$ cat src/rtl/char_buffer_ctrl.sv
// Command sequencer for the 80x24 circular character buffer write port.
// Optional: CHAR_BUFFER_CLEAR_AT_RESET_EN blanks the whole buffer after reset.
module char_buffer_ctrl #(
    parameter int         ROWS       = 24,
    parameter int         COLS       = 80,
    parameter int         ROW_BITS   = 5,
    parameter int         COL_BITS   = 7,
    parameter int         ADDR_BITS  = 11,
    parameter logic [7:0] BLANK_CHAR = 8'h20
) (
    input  logic                 clk,
    input  logic                 clr_n,
    input  logic                 cmd_valid,
    output logic                 cmd_ready,
    input  logic [1:0]           cmd_op,
    input  logic [ROW_BITS-1:0]  cmd_row,
    input  logic [COL_BITS-1:0]  cmd_col,
    input  logic [7:0]           cmd_char,
    output logic [ADDR_BITS-1:0] buffer_waddr,
    output logic [7:0]           buffer_din,
    output logic                 buffer_wen,
    output logic [ADDR_BITS-1:0] buffer_first_char,
    output logic                 buffer_first_char_wen
);

    localparam int SIZE = ROWS * COLS;

    typedef logic [ADDR_BITS:0] wide_t;
    typedef logic [ADDR_BITS-1:0] addr_t;

    localparam wide_t SIZE_W = wide_t'(SIZE);
    localparam wide_t COLS_W = wide_t'(COLS);
    localparam addr_t LAST_A = addr_t'(SIZE - 1);
    localparam logic [ROW_BITS-1:0] ROWS_C = ROW_BITS'(ROWS);
    localparam logic [COL_BITS-1:0] COLS_C = COL_BITS'(COLS);

    localparam logic [1:0] OP_PUT = 2'd0;
    localparam logic [1:0] OP_EOL = 2'd1;
    localparam logic [1:0] OP_EOS = 2'd2;
    localparam logic [1:0] OP_SCR = 2'd3;

    typedef enum logic {IDLE, FILL} state_t;

    state_t     state_q, state_d;
    addr_t      waddr_q, waddr_d;
    addr_t      fc_q, fc_d;
    addr_t      cnt_q, cnt_d;
    logic [7:0] din_q, din_d;
    logic       wen_q, wen_d;
    logic       fcw_q, fcw_d;

    logic  accept, in_range, init_go;
    wide_t lin, sum, fc_sum;
    addr_t phys, fc_nx, waddr_inc;

`ifdef CHAR_BUFFER_CLEAR_AT_RESET_EN
    logic init_q;

    // One-shot flag marking the first cycle after reset release.
    always_ff @(posedge clk or negedge clr_n) begin
        if (!clr_n) init_q <= 1'b1;
        else        init_q <= 1'b0;
    end

    assign init_go   = init_q;
    assign cmd_ready = (state_q == IDLE) & ~(init_q & clr_n);
`else
    assign init_go   = 1'b0;
    assign cmd_ready = (state_q == IDLE);
`endif

    assign accept    = cmd_valid & cmd_ready;
    assign in_range  = (cmd_row < ROWS_C) & (cmd_col < COLS_C);
    assign lin       = wide_t'(cmd_row) * COLS_W + wide_t'(cmd_col);
    assign sum       = wide_t'(fc_q) + lin;
    assign phys      = (sum >= SIZE_W) ? addr_t'(sum - SIZE_W) : addr_t'(sum);
    assign fc_sum    = wide_t'(fc_q) + COLS_W;
    assign fc_nx     = (fc_sum == SIZE_W) ? '0 : addr_t'(fc_sum);
    assign waddr_inc = (waddr_q == LAST_A) ? '0 : waddr_q + 1'b1;

    // State and registered outputs.
    always_ff @(posedge clk or negedge clr_n) begin
        if (!clr_n) begin
            state_q <= IDLE;
            waddr_q <= '0;
            din_q   <= '0;
            wen_q   <= 1'b0;
            fc_q    <= '0;
            fcw_q   <= 1'b0;
            cnt_q   <= '0;
        end else begin
            state_q <= state_d;
            waddr_q <= waddr_d;
            din_q   <= din_d;
            wen_q   <= wen_d;
            fc_q    <= fc_d;
            fcw_q   <= fcw_d;
            cnt_q   <= cnt_d;
        end
    end

    // Command decode and fill sequencing; cnt holds writes left after this one.
    always_comb begin
        state_d = state_q;
        waddr_d = waddr_q;
        din_d   = din_q;
        wen_d   = 1'b0;
        fc_d    = fc_q;
        fcw_d   = 1'b0;
        cnt_d   = cnt_q;
        unique case (state_q)
            IDLE: begin
                if (init_go) begin
                    state_d = FILL;
                    waddr_d = '0;
                    din_d   = BLANK_CHAR;
                    wen_d   = 1'b1;
                    cnt_d   = LAST_A;
                    fc_d    = '0;
                    fcw_d   = 1'b1;
                end else if (accept && (in_range || cmd_op == OP_SCR)) begin
                    wen_d = 1'b1;
                    unique case (cmd_op)
                        OP_PUT: begin
                            waddr_d = phys;
                            din_d   = cmd_char;
                        end
                        OP_EOL: begin
                            state_d = FILL;
                            waddr_d = phys;
                            din_d   = BLANK_CHAR;
                            cnt_d   = addr_t'(COLS_W - wide_t'(cmd_col) - 1'b1);
                        end
                        OP_EOS: begin
                            state_d = FILL;
                            waddr_d = phys;
                            din_d   = BLANK_CHAR;
                            cnt_d   = addr_t'(SIZE_W - lin - 1'b1);
                        end
                        default: begin
                            state_d = FILL;
                            waddr_d = fc_q;
                            din_d   = BLANK_CHAR;
                            cnt_d   = addr_t'(COLS - 1);
                            fc_d    = fc_nx;
                            fcw_d   = 1'b1;
                        end
                    endcase
                end
            end
            FILL: begin
                if (cnt_q == '0) begin
                    state_d = IDLE;
                end else begin
                    wen_d   = 1'b1;
                    waddr_d = waddr_inc;
                    cnt_d   = cnt_q - 1'b1;
                end
            end
            default: state_d = IDLE;
        endcase
    end

    assign buffer_waddr          = waddr_q;
    assign buffer_din            = din_q;
    assign buffer_wen            = wen_q;
    assign buffer_first_char     = fc_q;
    assign buffer_first_char_wen = fcw_q;

endmodule

$ cat config.mk
export PLATFORM = sky130hd
export DESIGN_NAME = char_buffer_ctrl
export DESIGN_NICKNAME = d
export VERILOG_FILES = /design/src/rtl/char_buffer_ctrl.sv
export SDC_FILE = /design/constraint.sdc
export NUM_CORES = 1
export LEC_CHECK = 0
export CAP_MARGIN = 25
export CORE_AREA = 8 8 89 91
export CTS_CLUSTER_DIAMETER = 100
export DETAILED_ROUTE_END_ITERATION = 12
export DIE_AREA = 0 0 97 99
export PLACE_DENSITY_LB_ADDON = 0.12
export SYNTH_ARGS = -nofsm -noshare
export SYNTH_HDL_FRONTEND = slang
export SYNTH_SLANG_ARGS = --single-unit
$ cat constraint.sdc
create_clock -name clk -period 3.35 [get_ports clk]
set_input_delay 0.335 -clock clk [delete_from_list [all_inputs] [get_ports clk]]
set_output_delay 0.335 -clock clk [all_outputs]
set_load 0.005 [all_outputs]
==> metrics.log <==
[metrics] Most Frequent Cell on Critical Path: sky130_fd_sc_hd__nand2b_4
[metrics] via count of the first global-routing pass: 3,424
[metrics] status: complete, but fails checks
[metrics] switching share of total power: 41.55%
[metrics] overall die width: 97 um
[metrics] primary flip-flop cell chosen by synthesis mapping: sky130_fd_sc_hd__dfrtp_1
[metrics] count of filler cells inserted in the layout: 519
[metrics] routability cong.: 0.8712
[metrics] average via count per standard cell: 5.852
[metrics] Final period util: 104.3%
[metrics] VDD IR-drop max: 451.2 uV
[metrics] Post-Synthesis Cell Area: 3517 um^2
[metrics] clock-pin slew on the worst setup and hold paths: 0.08 ns
[metrics] final hold violation count: 0
[metrics] # port buffers: 53
[metrics] Final Critical Period: 3.495 ns
[metrics] TritonCTS Sinks: 40
[metrics] path type of the worst min-delay path: in2async
[metrics] layout cell share with drive strength beyond 1: 17.09%
[metrics] mean instance size in the synthesized netlist: 8.198 um^2
[metrics] worst slack on hold paths: 0.004437 ns
[metrics] boundary pin count: 58
[metrics] drc violations: 0
[metrics] clock tree from TritonCTS: done
[metrics] number of placement rows: 30
[metrics] instance count of the mapped netlist: 429
[metrics] number of buffers inserted by hold repair at cts: 0
[metrics] final antenna diode count: 0
[metrics] crit path setup slack, layout: -0.1452 ns
[metrics] CTS HTree Levels: 2
[metrics] cell-internal power: 0.001947 W
[metrics] DRT Wirelength: 9620 um
[metrics] power per standard cell area: 721.6 nW/um^2
[metrics] count of synthesis-stage warnings from yosys: 0
[metrics] Max-Cap Viols: 0
[metrics] number of different library cells in the post-synthesis netlist: 72
[metrics] TNS Setup: -0.3457 ns
[metrics] global-route usage over all layers: 19.92%
[metrics] net switching power figure: 0.001384 W
[metrics] largest net degree at the start of global routing: 41
[metrics] RSZ-0062 raised after global routing: true
[metrics] placed wire-length estimate after detailed placement: 7316 um
[metrics] setup-violating endpoint count in the final report: 4
[metrics] highest net fanout along the worst path: 5
[metrics] worst-case clock skew: 0.008469 ns
[metrics] most common library cell in the layout ignoring fill and taps: sky130_fd_sc_hd__nand2_1
[metrics] slew margin rel.: 61.78%
[metrics] final routed wire length divided by cell count: 16.17 um
[metrics] flip-flop and latch count after synthesis: 40
[metrics] beginning of the worst register-to-register path: cnt_q[0]
[metrics] Starting DRT DRC Count: 200
[metrics] Final nets: 569
[metrics] wire length of the first global-routing pass: 16,230 um
[metrics] number of enable flip-flop cells after synthesis: 0
[metrics] asr flop ratio synth: 100.0%
[metrics] portion of the post-synthesis area used by sequential elements: 28.46%
[metrics] layout overhead on the synthesized area: 31.23%
[metrics] Fmax achieved: 286.1 MHz
[metrics] kind of critical path: in2reg
[metrics] final core occ: 70.27%
[metrics] via count: 3,482
[metrics] startpoint type of the worst setup path: primary input
[metrics] die height: 99 um
[metrics] initial core utilization: 53.54%
[metrics] Worst Max-Slew Pin Slew: 0.5713 ns
[metrics] combinational share of power: 58.5%
[metrics] final slew viol count: 0
[metrics] critical path launch point: cmd_col[4]
[metrics] remaining global-route overflow: 0
[metrics] clock power share: 11.9%
[metrics] Total Die Area: 9603 um^2
[metrics] cell breakdown of the critical path: clkdlybuf4s50_1 > ha_1 > inv_1 > fa_1 > inv_1 > a21oi_1 > nand2b_4 > xnor2_2 > ha_4 > a21oi_4 > mux2_4 > or4b_4 > nand2b_4 > nand2b_4 > mux2i_1 > o22ai_1
[metrics] post-route ant nets: 0
[metrics] first-pass iteration count of the detailed router: 4
[metrics] nature of the critical path endpoint: register
[metrics] reported leakage power: 2.049 nW
[metrics] commonest cells after routing, fill and taps aside: sky130_fd_sc_hd__nand2_1 (54), sky130_fd_sc_hd__clkdlybuf4s50_1 (47), sky130_fd_sc_hd__buf_4 (43), sky130_fd_sc_hd__dfrtp_1 (40), sky130_fd_sc_hd__o21ai_0 (29)
[metrics] core area: 6569 um^2
[metrics] critical path required time: 3.53 ns
[metrics] Bufs on Longest Clock Path: 2
[metrics] violated checks: negative setup slack
[metrics] slowest library cell on the worst path: sky130_fd_sc_hd__or4b_4
[metrics] delay of the slowest cell on the worst path: 0.55 ns
[metrics] arrival time at the worst endpoint: 3.67 ns
[metrics] initial antenna violation count: 0
[metrics] Root Buffer Master: sky130_fd_sc_hd__clkbuf_8
[metrics] clock latency on the worst-skew pair: 0.30 ns
[metrics] number of CTS-inserted buffers: 5
[metrics] relative contribution of sequential cells to total power: 29.6%
-- Yosys cell counts (all sizes together), types with 6 or more instances --
| cell | number | area [um^2] |
|---|---|---|
| buf | 12 | 75.07 |
| ha | 28 | 350.3 |
| nand2b | 7 | 43.79 |
| o21ai | 40 | 200.2 |
| a21oi | 25 | 125.1 |
| nand2 | 54 | 202.7 |
| xnor2 | 19 | 166.4 |
| dfrtp | 40 | 1001 |
| nor2 | 30 | 136.4 |
| nand3 | 17 | 90.09 |
| inv | 24 | 92.59 |
| nor3 | 9 | 55.05 |
| and3 | 10 | 62.56 |
| xor2 | 6 | 52.55 |
| clkbuf | 10 | 37.54 |
| o31ai | 8 | 60.06 |
-- sequential cells by signal, indices dropped and copies added, names as in the netlist --
signal	count
state_q	1
buffer_wen	1
cnt_q	11
buffer_waddr	11
buffer_first_char_wen	1
buffer_din	8
buffer_first_char	7
-- cells by family (layout without fill, tap and decap cells) --
logic type | after synthesis | count (layout) | share of synthesized area, %
and+or+nand+nor | 156 | 156 | 23.12
AOI/OAI and AO/OA | 125 | 125 | 23.59
buffers and inverters | 47 | 130 | 5.941
DFF | 40 | 40 | 28.46
adders and majority gates | 30 | 30 | 11.10
xor gates and xnor gates | 25 | 25 | 6.226
muxes | 5 | 5 | 1.459
other | 1 | 4 | 0.1066
-- repair_timing --
item / CTS / global route
endpoints found under the setup margin: 4 / 4
gates resized for setup: 37 / 2
setup buffers: 2 / 0
pin swaps: 14 / 3
-- routing by layer --
metal	share of wire, %	GRT usage (%)	up-vias	routed length (um)
met3	5.9	4.339	16	567
met4	1.6	6.627	0	158
met1	44	24.58	1641	4274
met2	48	33.49	103	4619
li1	-	-	1722	-
met5	0	0	-	0
-- power by group through the flow --
stage / clock network [W] / registers [W] / logic, W
floorplan: 0 / 0.000898 / 0.00114
global placement: 0 / 0.000967 / 0.00178
detailed placement: 0 / 0.000982 / 0.00185
CTS: 0.000399 / 0.000976 / 0.00193
global route: 0.000425 / 0.00103 / 0.00215
finish: 0.000396 / 0.000986 / 0.00195
-- final timing paths --
path                       cells after the start  slack, ns         endpoint
min reg2reg                                    2       0.47    buffer_din[2]
max                                           16      -0.15  buffer_waddr[8]
min in group clk                               2       0.47    buffer_din[2]
min                                            2      0.004  buffer_waddr[5]
max in group asynchronous                      2       3.15    buffer_din[7]
max reg2reg                                    9       0.67         cnt_q[7]
-- through the flow --
stage	std cells	cell area [um^2]	worst slack [ns]	total power [W]
2_1_floorplan	432	3567	-0.3431	0.002038
6_report	595	4616	-0.1452	0.003331
5_1_grt	595	4616	-0.2505	0.003603
4_1_cts	594	4591	-0.1081	0.003303
3_5_place_dp	584	4384	-0.9934	0.002828
3_3_place_gp	584	4384	-0.8697	0.002745
-- worst max-delay path: cells and delay by family --
family | cells | cell delay (ns)
simple gates | 4 | 0.99
fa+ha+maj | 3 | 0.73
buf+inv | 3 | 0.61
mux | 2 | 0.51
compound gates | 3 | 0.33
xor+xnor | 1 | 0.16
-- final cells by class --
| cell class | instances | area (um^2) | area share, % |
|---|---|---|---|
| multi-input combinational | 345 | 2455 | 53.19 |
| sequential | 40 | 1001 | 21.69 |
| timing repair buffer | 97 | 855.8 | 18.54 |
| tap | 80 | 100.1 | 2.169 |
| inverter | 25 | 96.34 | 2.087 |
| clock buffer | 6 | 72.57 | 1.572 |
| clock inverter | 2 | 35.03 | 0.7590 |
Note: power is estimated with default switching activity, not from simulation.
